<file path="config.mk">
export PLATFORM = sky130hd
export DESIGN_NAME = mem_arbiter
export DESIGN_NICKNAME = d
export VERILOG_FILES = /design/src/rtl/mem_arbiter.sv
export SDC_FILE = /design/constraint.sdc
export NUM_CORES = 1
export LEC_CHECK = 0
export CORE_AREA = 4 4 270 272
export CTS_CLUSTER_DIAMETER = 40
export CTS_CLUSTER_SIZE = 16
export DETAILED_ROUTE_END_ITERATION = 6
export DIE_AREA = 0 0 274 276
export GPL_ROUTABILITY_DRIVEN = 0
export PLACE_DENSITY_LB_ADDON = 0.2
export SETUP_SLACK_MARGIN = 0.3
export SYNTH_ARGS = -nofsm -noshare
export SYNTH_HDL_FRONTEND = slang
export SYNTH_SLANG_ARGS = --single-unit
</file>
<file path="constraint.sdc">
create_clock -name clk -period 2.75 [get_ports clk]
set_input_delay 0.4125 -clock clk [delete_from_list [all_inputs] [get_ports clk]]
set_output_delay 0.4125 -clock clk [all_outputs]
set_load 0.01 [all_outputs]
</file>
<file path="src/rtl/mem_arbiter.sv">
// mem_arbiter: two-port (instruction / data) to single physical memory arbiter.
//
// Data requests win contention, but an instruction request that has watched
// STARVE_LIMIT consecutive data grants gets the next slot. One transaction is
// in flight at a time; a serve state is held until pmem_resp, then the FSM
// always passes through IDLE before the next grant.
//
// Ports:
//   clk, rst_n                      clock, asynchronous active-low reset
//   i_mem_read/address              instruction line read request
//   i_mem_rdata/resp                instruction read data and completion
//   d_mem_read/write/address/wdata  data line read or writeback request
//   d_mem_rdata/resp                data read data and completion
//   pmem_read/write/address/wdata   physical memory request
//   pmem_rdata/resp                 physical memory read data and completion pulse
module mem_arbiter #(
  parameter int unsigned STARVE_LIMIT = 2
) (
  input  logic         clk,
  input  logic         rst_n,
  input  logic         i_mem_read,
  input  logic [15:0]  i_mem_address,
  output logic [127:0] i_mem_rdata,
  output logic         i_mem_resp,
  input  logic         d_mem_read,
  input  logic         d_mem_write,
  input  logic [15:0]  d_mem_address,
  input  logic [127:0] d_mem_wdata,
  output logic [127:0] d_mem_rdata,
  output logic         d_mem_resp,
  output logic         pmem_read,
  output logic         pmem_write,
  output logic [15:0]  pmem_address,
  output logic [127:0] pmem_wdata,
  input  logic [127:0] pmem_rdata,
  input  logic         pmem_resp
);

  // Keep the counter at least one bit wide when STARVE_LIMIT is 0.
  localparam int unsigned CntW = (STARVE_LIMIT > 0) ? $clog2(STARVE_LIMIT + 1) : 1;
  localparam logic [CntW-1:0] Limit = CntW'(STARVE_LIMIT);

  typedef enum logic [1:0] {StIdle, StServeI, StServeD} state_e;

  state_e          state_q, state_d;
  logic [CntW-1:0] starve_cnt_q, starve_cnt_d;
  logic            i_pend, d_pend;

  assign i_pend = i_mem_read;
  assign d_pend = d_mem_read | d_mem_write;

  always_ff @(posedge clk or negedge rst_n) begin
    if (!rst_n) begin
      state_q      <= StIdle;
      starve_cnt_q <= '0;
    end else begin
      state_q      <= state_d;
      starve_cnt_q <= starve_cnt_d;
    end
  end

  // Next state; the starvation counter only moves when leaving IDLE.
  always_comb begin
    state_d      = state_q;
    starve_cnt_d = starve_cnt_q;
    unique case (state_q)
      StIdle: begin
        if (i_pend && (!d_pend || (starve_cnt_q == Limit))) begin
          state_d      = StServeI;
          starve_cnt_d = '0;
        end else if (d_pend) begin
          state_d = StServeD;
          if (i_pend) begin
            starve_cnt_d = (starve_cnt_q == Limit) ? starve_cnt_q : starve_cnt_q + 1'b1;
          end else begin
            starve_cnt_d = '0;
          end
        end
      end
      StServeI, StServeD: begin
        // Withdrawn requests do not end a transaction; only the completion does.
        if (pmem_resp) state_d = StIdle;
      end
      default: state_d = StIdle;
    endcase
  end

  // Physical memory strobes follow the live inputs of the port being served.
  always_comb begin
    pmem_read    = 1'b0;
    pmem_write   = 1'b0;
    pmem_address = '0;
    pmem_wdata   = '0;
    unique case (state_q)
      StServeI: begin
        pmem_read    = 1'b1;
        pmem_address = i_mem_address;
      end
      StServeD: begin
        pmem_write   = d_mem_write;
        pmem_read    = d_mem_read & ~d_mem_write;
        pmem_address = d_mem_address;
        pmem_wdata   = d_mem_wdata;
      end
      default: ;
    endcase
  end

  assign i_mem_resp  = pmem_resp & (state_q == StServeI);
  assign d_mem_resp  = pmem_resp & (state_q == StServeD);
  assign i_mem_rdata = pmem_rdata;
  assign d_mem_rdata = pmem_rdata;

endmodule

</file>
==> summary.txt, run 1 <==
Crit path arrival time -> 1940 ps
cell taking the most area after synthesis -> buf_4
dominant combinational cell family by area after synthesis -> buffers and inverters
fraction of the mapped netlist area in simple logic gates -> 0.293
Setup crit end kind -> output port
Maximum Capacitance Violations -> 0
Crit Reg-Reg Endpoint -> state_q[1]$_DFFE_PN0P_
via count -> 3,056
final worst path period need -> 2360 ps
number of distinct standard cells referenced by the synthesized netlist -> 24
routed via count divided by cell count -> 2.06
power share of the clock group -> 0.054
number of H-tree levels -> 1
total power per unit cell area -> 668 nW/µm²
top cells by area in the synthesized netlist -> buf_4 57%, and2_1 24%, a22oi_1 3.6%, nor2b_1 3.2%, dfrtp_1 3.0%
cell leakage power -> 2.88 nW
Horiz. Die Dim -> 274 µm
maximum resistive drop on vdd -> 0.281 mV
Syn. warnings -> 0
sequential share of power -> 0.027
CTS tree -> yes
global-route wire length before repair -> 22.6 mm
First DRT Iteration DRCs -> 27
class of the tightest hold or removal check -> input port to async pin
detail-routed net length per standard cell -> 12.4 µm
clock tree buffer depth -> 2
slew of the pin with the lowest slew margin -> 357 ps
leading cell type in the layout, fill and taps excluded -> clkdlybuf4s50_1
worst-skew pair later-pin latency -> 220 ps
Post-Synthesis Net Count -> 770
depth of the worst register-to-register path -> 6
net switching share of the total power -> 0.408
Syn-to-layout area delta -> 84.5%
synthesized area per cell -> 7.14 µm²
run status -> finished, final reports clean
number of nets still failing antenna checks after routing -> 0
full die area -> 75,600 µm²
fraction of synthesized area in multiplexers -> 0
commonest cells after routing, fill and taps aside -> 248 x clkdlybuf4s50_1, 130 x and2_1, 63 x dlymetal6s2s_1
Max Fanout on Critical Path -> 10
Worst Clk Skew -> 0.232 ps
first element of the critical path -> state_q[0]$_DFFE_PN0P_
fraction of synthesized cell area taken by the top area cell type -> 0.572
num ports -> 698
GR Util All Layers -> 0.0405
Routed Wire Length -> 18.3 mm
Post-Synth Adder-Cell Area -> 0.0186
Setup TNS Final -> 0 ps
worst max-slew margin expressed relative to the limit -> 0.761
core area -> 70,800 µm²
Reg2Reg Setup Slack -> 1160 ps
number of buffers created by CTS -> 3
maximum operating frequency -> 0.424 GHz
combinational share of power -> 0.919
y dimension of the die -> 276 µm
post-synthesis sequential area ratio -> 0.0298
setup violators final -> 0
Hold Violations, Final -> 0
cell area after technology mapping -> 3360 µm²
Mapped Cells -> 471
iteration count of the initial detailed-routing pass -> 3
root cell of the clock tree -> clkbuf_16
Clock Pin Slew Worst Setup and Hold Paths -> 30 ps
residual overflow from global routing -> 0
unrepaired setup endpoints after global routing -> no
Fill cells -> 8,269
count of clock tree sinks -> 4
Final #Nets -> 832
Tot Pwr -> 4.14 mW
row cnt -> 98
number of antenna violations at the first check in global routing -> 2
number of DRC violations after detailed routing -> 0
internal power consumption -> 2.45 mW
DPL Wire Length -> 14.4 mm
crit start category -> register
critical path data required time -> 2340 ps
post-synthesis share of cell area spent on xor and xnor gates -> 0
Compound-Gate Fraction of Synth Area -> 0.0562
type of the worst setup path -> register to output port
maximum number of pins on one net before global-route repair -> 35
startpoint of the most critical register-to-register path -> state_q[0]$_DFFE_PN0P_
share of layout cells above drive strength 1 -> 0.0584
initial standard-cell utilization of the core -> 0.0475
post-route fraction of the period consumed by the critical path -> 0.857
vias in the first global route -> 3,189
number of max-slew violations in the final report -> 0
reported net switching power -> 1.69 mW
number of input and output port buffers inserted -> 313
Seq cells post-synth -> 4
==> kinds of logic (layout without fill, tap and decap cells) <==
family          count (synthesis)  in the layout
flops                           4              4
compound gates                 24             24
buf+inv                       279            339
simple gates                  159            159
fa+ha+maj                       5              5
other cells                     0              2
==> stage by stage <==
step,instance area [µm²],std cells,utilization,setup slack [ps],hold slack [ps]
after floorplan,3360,471,-,1080,117
after global placement,5780,1470,0.0817,444,467
after detailed placement,5780,1470,0.0817,460,468
after CTS,5980,1479,0.0846,229,410
after global routing,6200,1481,0.0876,299,422
final,6200,1483,0.0877,393,405
==> critical path, stage by stage, from the launching register on <==
cell             delay (ps)
dfrtp_1                 410
inv_2                   110
ha_4                    180
buf_16                  160
buf_4                   170
and2_1                  130
clkdlybuf4s50_1         530
==> final cells by class <==
cell class / count / area [µm²] / share of cell area
diodes: 2 / 5.00 / 0.000807
clock buffers: 3 / 75.1 / 0.0121
inverters: 4 / 15.0 / 0.00242
multi-input cells: 188 / 1250 / 0.201
flip-flops and latches: 4 / 101 / 0.0163
well taps: 950 / 1190 / 0.192
repair buffers: 332 / 3570 / 0.576
==> flip-flops by register name, indices dropped and copies added (netlist names) <==
signal        flops
starve_cnt_q      2
state_q           2
==> timing repair <==
item                                    4_1_cts  5_1_grt
setup buffers                                 4        1
gates cloned                                  2        1
hold buffers                                  0        0
endpoints found under the setup margin       59       93
resized for setup                             5       70
==> per-layer routing <==
metal | global-route usage | wire [µm]
met3 | 0.0303 | 3500
met2 | 0.0692 | 8240
met4 | 0.0251 | 1250
met1 | 0.0327 | 5330
met5 | 0 | 9
==> synthesized netlist by cell type <==
master and count:
and2_1 130, a22oi_1 16, o21ai_0 1, ha_1 5, inv_1 4, clkbuf_1 5
a2111oi_2 1, or3_4 1, clkbuf_2 8, o2111ai_1 1, o21ai_2 2, nor2b_1 17
nand3_1 2, nor2_2 1, a21o_1 1, o21a_1 1, and2_2 1, nand2b_1 1
buf_2 6, nor2_1 1, o31ai_1 1, buf_4 256, nand2_1 5, dfrtp_1 4
==> worst max path at each step <==
stage,cells past startpoint,slack (ps),end
6_report,6,390,pmem_wdata[25]
5_1_grt,6,300,pmem_address[6]
3_3_place_gp,6,440,pmem_wdata[7]
2_1_floorplan,4,1080,pmem_address[10]
3_5_place_dp,6,460,pmem_wdata[27]
4_1_cts,7,230,pmem_wdata[20]
==> power groups by stage <==
stage	Combinational, mW	Clock (mW)	Sequential [mW]
after global placement	3.53	0	0.112
after detailed placement	3.45	0	0.112
after global routing	4.13	0.240	0.119
final	3.80	0.225	0.113
after CTS	3.89	0.228	0.113
after floorplan	1.80	0	0.103
(Power assumes the default switching activity.)
==> run 2, diff against run 1 <==
- SLEW_MARGIN: unset -> 15
==> results of run 2 <==
No change in the layout: final DEF, timing and power equal those of run 1.
